[config.mk]
export PLATFORM = sky130hd
export DESIGN_NAME = seq_det_ctrl
export DESIGN_NICKNAME = d
export VERILOG_FILES = /design/src/rtl/seq_det_pkg.sv /design/src/rtl/seq_det_core.sv /design/src/rtl/seq_det_ctrl.sv
export SDC_FILE = /design/constraint.sdc
export NUM_CORES = 1
export LEC_CHECK = 0
export ABC_CLOCK_PERIOD_IN_PS = 3200
export CAP_MARGIN = 20
export CELL_PAD_IN_SITES_DETAIL_PLACEMENT = 0
export CELL_PAD_IN_SITES_GLOBAL_PLACEMENT = 1
export CORE_ASPECT_RATIO = 0.75
export CORE_MARGIN = 2
export CORE_UTILIZATION = 44
export DETAILED_ROUTE_END_ITERATION = 8
export PLACE_DENSITY_LB_ADDON = 0.3
export SKIP_LAST_GASP = 1
export SLEW_MARGIN = 20
export SYNTH_ARGS = -nofsm -noshare
export SYNTH_HDL_FRONTEND = slang
export SYNTH_SLANG_ARGS = --single-unit
[constraint.sdc]
create_clock -name clk -period 3.2 [get_ports clk]
set_input_delay 0.96 -clock clk [delete_from_list [all_inputs] [get_ports clk]]
set_output_delay 0.96 -clock clk [all_outputs]
set_load 0.02 [all_outputs]
[src/rtl/seq_det_pkg.sv]
// Shared definitions for the serial pattern detector run controller.
//   state_t       : run-controller FSM encoding
//   N/CW/TW_DEF   : default pattern length, match-count width, timeout width
//   fill_width()  : width of a fill counter that saturates at n
package seq_det_pkg;

    typedef enum logic [1:0] {
        IDLE  = 2'd0,
        ARMED = 2'd1,
        DONE  = 2'd2
    } state_t;

    localparam int unsigned N_DEF  = 4;
    localparam int unsigned CW_DEF = 8;
    localparam int unsigned TW_DEF = 16;

    function automatic int unsigned fill_width(input int unsigned n);
        return $clog2(n + 1);
    endfunction

    localparam int unsigned FILL_W_DEF = $clog2(N_DEF + 1);

endpackage

[src/rtl/seq_det_core.sv]
// Shift history, warm-up fill counter and pattern compare.
//   clk, rstn : clock, async active-low reset
//   clr       : clear history and fill (run start)
//   en        : sample bit_i into the history
//   bit_i     : serial data bit
//   pattern   : pattern to match, MSB oldest
//   match_o   : the history/fill about to be registered form a match
module seq_det_core
    import seq_det_pkg::*;
#(
    parameter int unsigned N = N_DEF
) (
    input  logic         clk,
    input  logic         rstn,
    input  logic         clr,
    input  logic         en,
    input  logic         bit_i,
    input  logic [N-1:0] pattern,
    output logic         match_o
);

    localparam int unsigned FW = fill_width(N);

    logic [N-1:0]  hist_q, hist_d;
    logic [FW-1:0] fill_q, fill_d;

    always_comb begin
        hist_d = hist_q;
        fill_d = fill_q;
        if (clr) begin
            hist_d = '0;
            fill_d = '0;
        end else if (en) begin
            hist_d = {hist_q[N-2:0], bit_i};
            if (fill_q != FW'(N)) begin
                fill_d = fill_q + FW'(1);
            end
        end
    end

    // Fill gate keeps a reset history of zeros from matching an all-zero
    // pattern before N real bits have been seen.
    assign match_o = en && !clr && (hist_d == pattern) && (fill_d == FW'(N));

    always_ff @(posedge clk or negedge rstn) begin
        if (!rstn) begin
            hist_q <= '0;
            fill_q <= '0;
        end else begin
            hist_q <= hist_d;
            fill_q <= fill_d;
        end
    end

endmodule

[src/rtl/seq_det_ctrl.sv]
// Run controller for a programmable N-bit serial pattern detector.
//   clk, rstn        : clock, async active-low reset
//   cfg_valid/ready  : config handshake (accepted only in IDLE)
//   cfg_pattern      : pattern, MSB oldest
//   cfg_count        : matches needed to finish (0 = unlimited)
//   cfg_timeout      : run length in cycles (0 = none)
//   start, abort     : arm request, cancel current run
//   xin_valid, xin   : qualified serial bit stream
//   det_o            : one-cycle pulse per match
//   match_cnt        : matches in the current or last run
//   busy             : run in progress
//   done_o           : one-cycle end-of-run pulse
//   timeout_o        : last run ended by timeout
module seq_det_ctrl
    import seq_det_pkg::*;
#(
    parameter int unsigned N  = N_DEF,
    parameter int unsigned CW = CW_DEF,
    parameter int unsigned TW = TW_DEF
) (
    input  logic          clk,
    input  logic          rstn,
    input  logic          cfg_valid,
    output logic          cfg_ready,
    input  logic [N-1:0]  cfg_pattern,
    input  logic [CW-1:0] cfg_count,
    input  logic [TW-1:0] cfg_timeout,
    input  logic          start,
    input  logic          abort,
    input  logic          xin_valid,
    input  logic          xin,
    output logic          det_o,
    output logic [CW-1:0] match_cnt,
    output logic          busy,
    output logic          done_o,
    output logic          timeout_o
);

    state_t        state_q, state_d;
    logic [N-1:0]  pat_q, pat_d;
    logic [CW-1:0] cnt_cfg_q, cnt_cfg_d;
    logic [TW-1:0] tmo_cfg_q, tmo_cfg_d;
    logic [TW-1:0] timer_q, timer_d;
    logic [CW-1:0] match_cnt_q, match_cnt_d;
    logic          det_q, det_d;
    logic          done_q, done_d;
    logic          timeout_q, timeout_d;

    logic core_clr;
    logic core_en;
    logic core_match;
    logic hit;
    logic reach;
    logic expire;

    seq_det_core #(
        .N(N)
    ) u_core (
        .clk     (clk),
        .rstn    (rstn),
        .clr     (core_clr),
        .en      (core_en),
        .bit_i   (xin),
        .pattern (pat_q),
        .match_o (core_match)
    );

    always_comb begin
        state_d     = state_q;
        pat_d       = pat_q;
        cnt_cfg_d   = cnt_cfg_q;
        tmo_cfg_d   = tmo_cfg_q;
        timer_d     = timer_q;
        match_cnt_d = match_cnt_q;
        timeout_d   = timeout_q;
        det_d       = 1'b0;
        done_d      = 1'b0;
        core_clr    = 1'b0;
        core_en     = 1'b0;
        hit         = 1'b0;
        reach       = 1'b0;
        expire      = 1'b0;

        unique case (state_q)
            IDLE: begin
                if (cfg_valid) begin
                    pat_d     = cfg_pattern;
                    cnt_cfg_d = cfg_count;
                    tmo_cfg_d = cfg_timeout;
                end
                if (start) begin
                    state_d     = ARMED;
                    core_clr    = 1'b1;
                    match_cnt_d = '0;
                    timer_d     = '0;
                    timeout_d   = 1'b0;
                end
            end
            ARMED: begin
                core_en = xin_valid;
                timer_d = timer_q + TW'(1);
                // abort suppresses the match of a bit sampled on the same edge
                hit     = core_match && !abort;
                if (hit && (match_cnt_q != '1)) begin
                    match_cnt_d = match_cnt_q + CW'(1);
                end
                reach  = hit && (cnt_cfg_q != '0) && (match_cnt_d == cnt_cfg_q);
                expire = (tmo_cfg_q != '0) && (timer_q == tmo_cfg_q - TW'(1));
                det_d  = hit;
                if (abort) begin
                    state_d = IDLE;
                end else if (reach || expire) begin
                    state_d   = DONE;
                    done_d    = 1'b1;
                    // reaching the target wins over a coincident expiry
                    timeout_d = !reach;
                end
            end
            DONE: begin
                state_d = IDLE;
            end
            default: begin
                state_d = IDLE;
            end
        endcase
    end

    always_ff @(posedge clk or negedge rstn) begin
        if (!rstn) begin
            state_q     <= IDLE;
            pat_q       <= '0;
            cnt_cfg_q   <= '0;
            tmo_cfg_q   <= '0;
            timer_q     <= '0;
            match_cnt_q <= '0;
            det_q       <= 1'b0;
            done_q      <= 1'b0;
            timeout_q   <= 1'b0;
        end else begin
            state_q     <= state_d;
            pat_q       <= pat_d;
            cnt_cfg_q   <= cnt_cfg_d;
            tmo_cfg_q   <= tmo_cfg_d;
            timer_q     <= timer_d;
            match_cnt_q <= match_cnt_d;
            det_q       <= det_d;
            done_q      <= done_d;
            timeout_q   <= timeout_d;
        end
    end

    assign cfg_ready = (state_q == IDLE);
    assign busy      = (state_q != IDLE);
    assign det_o     = det_q;
    assign done_o    = done_q;
    assign match_cnt = match_cnt_q;
    assign timeout_o = timeout_q;

endmodule

==> impl_results.md, run 1 <==
* Initial DRC count at 134
* Final period util at 95.8%
* Max-cap violations at 0
* Critical Path Slowest Stage Cell: clkdlybuf4s50_1
* Row count at 29
* Antenna cells at 0
* Comb power frac at 22.4%
* Clk_skew at 0.00666 ns
* CTS Buf Count at 9
* Setup TNS at 0 ns
* Initial antenna violation count at 0
* FFs w/ async S/R, synth at 100%
* Die Width at 111 um
* Relative slew slack at 66.4%
* TritonCTS clock tree: built
* Fillers at 774
* Pwr Density at 546 nW/um2
* Final GP Congestion at 0.858
* Worst hold slack at 0.526 ns
* Post-synth top flop: dfrtp_1
* Reg clk slew, reported paths at 0.05 ns
* Vias in the first global route at 2868
* Pleak at 1.97 nW
* Worst skew pair latency at 0.32 ns
* Net Sw Frac at 29.8%
* EDFF count, synth at 0
* Clock sink count at 64
* TritonRoute pass-1 iters at 4
* Layout Nets at 470
* R2r worst-path depth at 9
* RSZ-0062 raised after global routing: no
* Critical Path End Type: flip-flop
* Post-Syn Nets at 414
* Yosys warns at 0
* Starting Density at 45.0%
* R2r endpoint: state_q[0]
* CP Class: primary input to flip-flop
* Crit path cell chain: clkdlybuf4s50_1 > o21bai_4 > a221o_1 > xor2_1 > nor4_4 > nand4_2 > xor2_1 > o221ai_2 > a21boi_2
* Slew @ Worst Pin at 0.499 ns
* Final setup viols at 0
* Netlist Area Pre-Place at 3790 um2
* Commonest cells in the netlist: dfrtp_1, nand2_1, mux2_2
* Post-route ant nets at 0
* CTS resizes at 0
* Die H at 84.4 um
* H-tree depth at 3
* Critical path fanouts, max at 6
* DR vias at 3041
* CP required at 3.45 ns
* Global-route wire length before repair at 14500 um
* Sw Pwr at 0.768 mW
* Global router's overall resource usage at 19.4%
* Total grt overflow at 0
* RR Startpoint: match_cnt[0]
* Seq pwr share at 42.1%
* Critical path origin: start
* Max Fclk at 0.326 GHz
* Synth area leader: dfrtp_1
* DRC viols at 0
* Post-DP Area at 4420 um2
* Synth area leaders: dfrtp_1, mux2_2, xor2_1, nand3_1, o21ai_0
* Critical Path End: timeout_o
* Total Die Area at 9380 um2
* Seq/Total Area, Yosys at 42.3%
* CP startpoint kind: primary input
* Area growth from synthesis to layout at 24.4%
* Cell with the most instances after synthesis: dfrtp_1
* Endpoints failing hold at 0
* Maximum VDD drop at 344 uV
* Synth cell types at 64
* Post-Synthesis Cells at 373
* PortBufs at 47
* DRT Wirelength at 8720 um
* Hold Path Class: flip-flop to flip-flop
* Post-route cell area at 4710 um2
* Synth top area share at 42.3%
* Hold_buf cts at 0
* Crit path largest cell delay at 0.53 ns
* Clock buffer depth at 2
* Crit path arrival time at 3.32 ns
* Clock power share at 35.4%
* Int Pwr at 1.81 mW
* Min cycle time layout at 3.07 ns
* Yosys reg bits at 64
* Vias per inst at 5.63
* Pin count of the biggest net entering global routing at 33
* Final count of pins violating max slew at 0
* Core region area at 8420 um2
* Reg2Reg Setup Slack at 0.41 ns
* I/O pin total at 48
* Most used cell, CP: xor2_1
* Fin util at 56.0%
* CTS Root Cell: clkbuf_16
* Outcome: complete, no violations
* Per-cell routed wire length at 16.2 um
* Post-CTS Repair Setup Buffers at 0
* Post-DP HPWL at 6500 um
* Share of cells above drive strength 1 at 17.1%
* Mapped Avg Cell Area at 10.2 um2
## flip-flops by register name, indices dropped and copies added, names as in the netlist
| register | count |
|---|---|
| timer_q | 16 |
| tmo_cfg_q | 16 |
| cnt_cfg_q | 8 |
| match_cnt | 8 |
| pat_q | 4 |
| u_core.hist_q | 4 |
| u_core.fill_q | 3 |
| state_q | 2 |
| det_o | 1 |
| done_o | 1 |
| timeout_o | 1 |
## worst min-delay path by stage
stage | slack (ns) | depth (start not counted) | start | end
finish | 0.53 | 1 | timer_q[12] | timer_q[12]
floorplan | 0.48 | 1 | timer_q[15] | timer_q[15]
CTS | 0.53 | 1 | timer_q[8] | timer_q[8]
global route | 0.56 | 1 | timer_q[12] | timer_q[12]
global placement | 0.50 | 1 | timer_q[8] | timer_q[8]
detailed placement | 0.52 | 1 | timer_q[8] | timer_q[8]
## stage by stage
step                      cells  worst slack, ns  total power, mW
after floorplan             373            0.526             1.47
after global placement      526           -0.213             1.65
after detailed placement    526           -0.297             1.67
after CTS                   540           0.0508             2.60
after global routing        540           0.0110             2.71
final                       540            0.134             2.57
## area by class of cell
cell class,count,area [um2],share of cell area [%]
Clock buffer,12,267,5.66
Clock inverter,2,15.0,0.319
Inverter,14,52.6,1.12
Multi-Input combinational cell,277,2040,43.3
Sequential cell,64,1600,34.0
Tap cell,108,135,2.87
Timing Repair Buffer,63,601,12.7
## placed cells by master (no fill, tap or decap), types with 15 or more instances in the layout
master | netlist | routed
nand2_1 | 27 | 27
xor2_1 | 17 | 17
a21oi_1 | 16 | 16
o21ai_0 | 21 | 21
nor2_1 | 19 | 19
nand3_1 | 21 | 21
clkdlybuf4s50_1 | 0 | 45
dfrtp_1 | 64 | 64
buf_4 | 1 | 15
mux2_2 | 26 | 26
## power groups by stage
stage	sequential (mW)	combinational, mW	clock, mW
after floorplan	1.03	0.442	0
after detailed placement	1.10	0.577	0
final	1.08	0.577	0.912
after global placement	1.09	0.563	0
after CTS	1.08	0.581	0.935
after global routing	1.10	0.636	0.972
## cells by family after synthesis
kind of cell	after synthesis	share of synthesized area, %
compound gates	78	14.6
xor+xnor	29	6.70
fa+ha+maj	6	1.98
buf+inv	32	4.00
flops	64	42.3
mux	34	10.2
simple gates	130	20.2
## critical path: cells and delay by family
family	cells	cell delay, ns
AND/OR/NAND/NOR	2	0.56
XOR/XNOR	2	0.37
buffers and inverters	1	0.53
AO/OA/AOI/OAI	4	0.90
## layer usage
metal  routed length (um)  global-route usage (%)  part of all wire (%)  vias to the layer above
met1                 4630                    29.2                    53                     1490
met4                   58                    5.39                  0.66                        0
met2                 3650                    28.0                    42                       58
met5                    0                       0                     0                        -
li1                     -                       -                     -                     1487
met3                  381                    4.77                   4.4                        6
No activity file was read; power rests on OpenSTA's default activity.
==> run 2: changes to the inputs <==
--- a/config.mk
+++ b/config.mk
@@ -9,7 +9,6 @@
 export CAP_MARGIN = 20
 export CELL_PAD_IN_SITES_DETAIL_PLACEMENT = 0
 export CELL_PAD_IN_SITES_GLOBAL_PLACEMENT = 1
-export CORE_ASPECT_RATIO = 0.75
 export CORE_MARGIN = 2
 export CORE_UTILIZATION = 44
 export DETAILED_ROUTE_END_ITERATION = 8
==> run 2 against run 1 <==
Effect of this change:
- sequential cell count is the same
- routed wire length is 5.0% lower
- clock skew grew 0.0011 ns
- maximum frequency up 2.6%
==> impl_results.md, run 2 (synthesized netlist as in run 1, its figures left out) <==
* Outcome: complete, no violations
* CP Class: primary input to flip-flop
* Worst skew pair latency at 0.34 ns (+0.02 ns)
* H-tree depth at 3 (unchanged)
* Endpoints failing hold at 0 (unchanged)
* Setup TNS at 0 ns (unchanged)
* Starting Density at 45.7% (+0.64 points)
* DRT Wirelength at 8290 um (-5.0%)
* Most frequent cells in the layout: dfrtp_1, clkdlybuf4s50_1, nand2_1
* Row count at 33 (+14%)
* DR vias at 3042 (+0.033%)
* R2r worst-path depth at 9 (unchanged)
* Hold Path Class: flip-flop to flip-flop
* Pwr Density at 517 nW/um2 (-5.5%)
* TritonCTS clock tree: built
* Vias per inst at 5.64 (+0.22%)
* TritonRoute pass-1 iters at 5 (+1)
* Vias in the first global route at 2914 (+1.6%)
* Slew @ Worst Pin at 0.825 ns (+0.326 ns)
* Clock buffer depth at 2 (unchanged)
* Initial DRC count at 205 (+53%)
* Max-cap violations at 0 (unchanged)
* Initial antenna violation count at 0 (unchanged)
* Pin count of the biggest net entering global routing at 65 (+97%)
* Pleak at 1.94 nW (-1.1%)
* CTS Buf Count at 9 (unchanged)
* Final GP Congestion at 0.862 (+0.38%)
* Min cycle time layout at 2.99 ns (-0.0779 ns)
* DRC viols at 0 (unchanged)
* Per-cell routed wire length at 15.4 um (-4.8%)
* Antenna cells at 0 (unchanged)
* Post-layout power at 2.39 mW (-7.3%)
* CP startpoint kind: primary input
* WHS Path Cells at 1 (unchanged)
* Final count of pins violating max slew at 0 (unchanged)
* Post-DP HPWL at 6010 um (-7.6%)
* Global router's overall resource usage at 18.7% (-0.74 points)
* Fillers at 735 (-5.0%)
* Max Fclk at 0.335 GHz (+2.6%)
* Post-CTS Repair Setup Buffers at 0 (unchanged)
* PortBufs at 47 (unchanged)
* CP required at 3.47 ns (+0.02 ns)
* Maximum VDD drop at 291 uV (-15%)
* Die Width at 96.8 um (-13%)
* Crit path arrival time at 3.26 ns (-0.06 ns)
* Clk_skew at 0.00775 ns (+0.00109 ns)
* Die H at 96.8 um (+15%)
* Share of cells above drive strength 1 at 17.1% (-0.079 points)
* Commonest non-fill, non-tap cell in the layout: dfrtp_1
* Relative slew slack at 45.0% (-21 points)
* Hold_buf cts at 0 (unchanged)
* Biggest regs: timer_q x16, tmo_cfg_q x16
* Clock sink count at 64 (unchanged)
* Final period util at 93.4% (-2.4 points)
* Layout Nets at 470 (unchanged)
* Post-route ant nets at 0 (unchanged)
* Critical Path End Type: flip-flop
* Total grt overflow at 0 (unchanged)
* I/O pin total at 48 (unchanged)
* Core region area at 8300 um2 (-1.4%)
* Area growth from synthesis to layout at 21.9%
* Critical path fanouts, max at 6 (unchanged)
* Reg clk slew, reported paths at 0.07 ns (+0.02 ns)
* Total Die Area at 9370 um2 (about the same)
* RSZ-0062 raised after global routing: no
* Global-route wire length before repair at 14400 um (-0.86%)
* Final setup viols at 0 (unchanged)
* CTS Root Cell: clkbuf_8
-- run 2: what timing repair did --
action / in CTS / in global routing
endpoints found under the hold margin: 0 / 0
endpoints found under the setup margin: 0 / 8
gates resized for setup: 0 / 3
-- run 2: final timing paths --
check                              from      endpoint  slack (ns)
min                         timer_q[15]   timer_q[15]        0.52
max in group asynchronous          rstn  tmo_cfg_q[0]        1.85
min in group asynchronous          rstn  cnt_cfg_q[2]        0.79
max                               start     timeout_o        0.21
min reg2reg                 timer_q[15]   timer_q[15]        0.52
max reg2reg                match_cnt[0]    state_q[0]        0.41
-- run 2: critical path, stage by stage --
cell and delay (ns):
clkdlybuf4s50_1 0.52, o21bai_4 0.11, a221o_1 0.39, xor2_1 0.17, nor4_4 0.34, nand4_2 0.17, xor2_1 0.19, o221ai_2 0.22
a21boi_2 0.19
-- run 2: cell type report --
type / count / area (um2) / area share [%]
Multi-Input combinational cell: 277 / 2050 / 44.3
Clock buffer: 13 / 159 / 3.44
Tap cell: 105 / 131 / 2.84
Timing Repair Buffer: 63 / 588 / 12.7
Clock inverter: 3 / 40.0 / 0.867
Sequential cell: 64 / 1600 / 34.7
Inverter: 14 / 52.6 / 1.14
-- run 2: metrics by stage --
stage / util (%) / instances / hold slack [ns] / area, um2 / worst slack [ns]
floorplan: - / 373 / 0.478 / 3790 / 0.526
global placement: 53.1 / 523 / 0.502 / 4410 / -0.138
detailed placement: 53.1 / 523 / 0.514 / 4410 / -0.214
CTS: 55.5 / 539 / 0.522 / 4610 / 0.148
global route: 55.6 / 539 / 0.558 / 4620 / 0.00736
finish: 55.6 / 539 / 0.521 / 4620 / 0.212
-- run 2: power breakdown --
group	switching [mW]	internal [mW]
registers	0.158	0.921
logic	0.278	0.308
clock network	0.319	0.401
total	0.755	1.63
-- run 2: metal layers --
layer  up-vias  GRT usage [%]  routed length [um]  part of all wire (%)
li1       1480              -                   -                     -
met1      1489           27.5                4090                    49
met2        64           27.9                3770                    45
met3         9           3.11                 321                   3.9
met4         0           6.50                 111                   1.3
met5         -              0                   0                     0
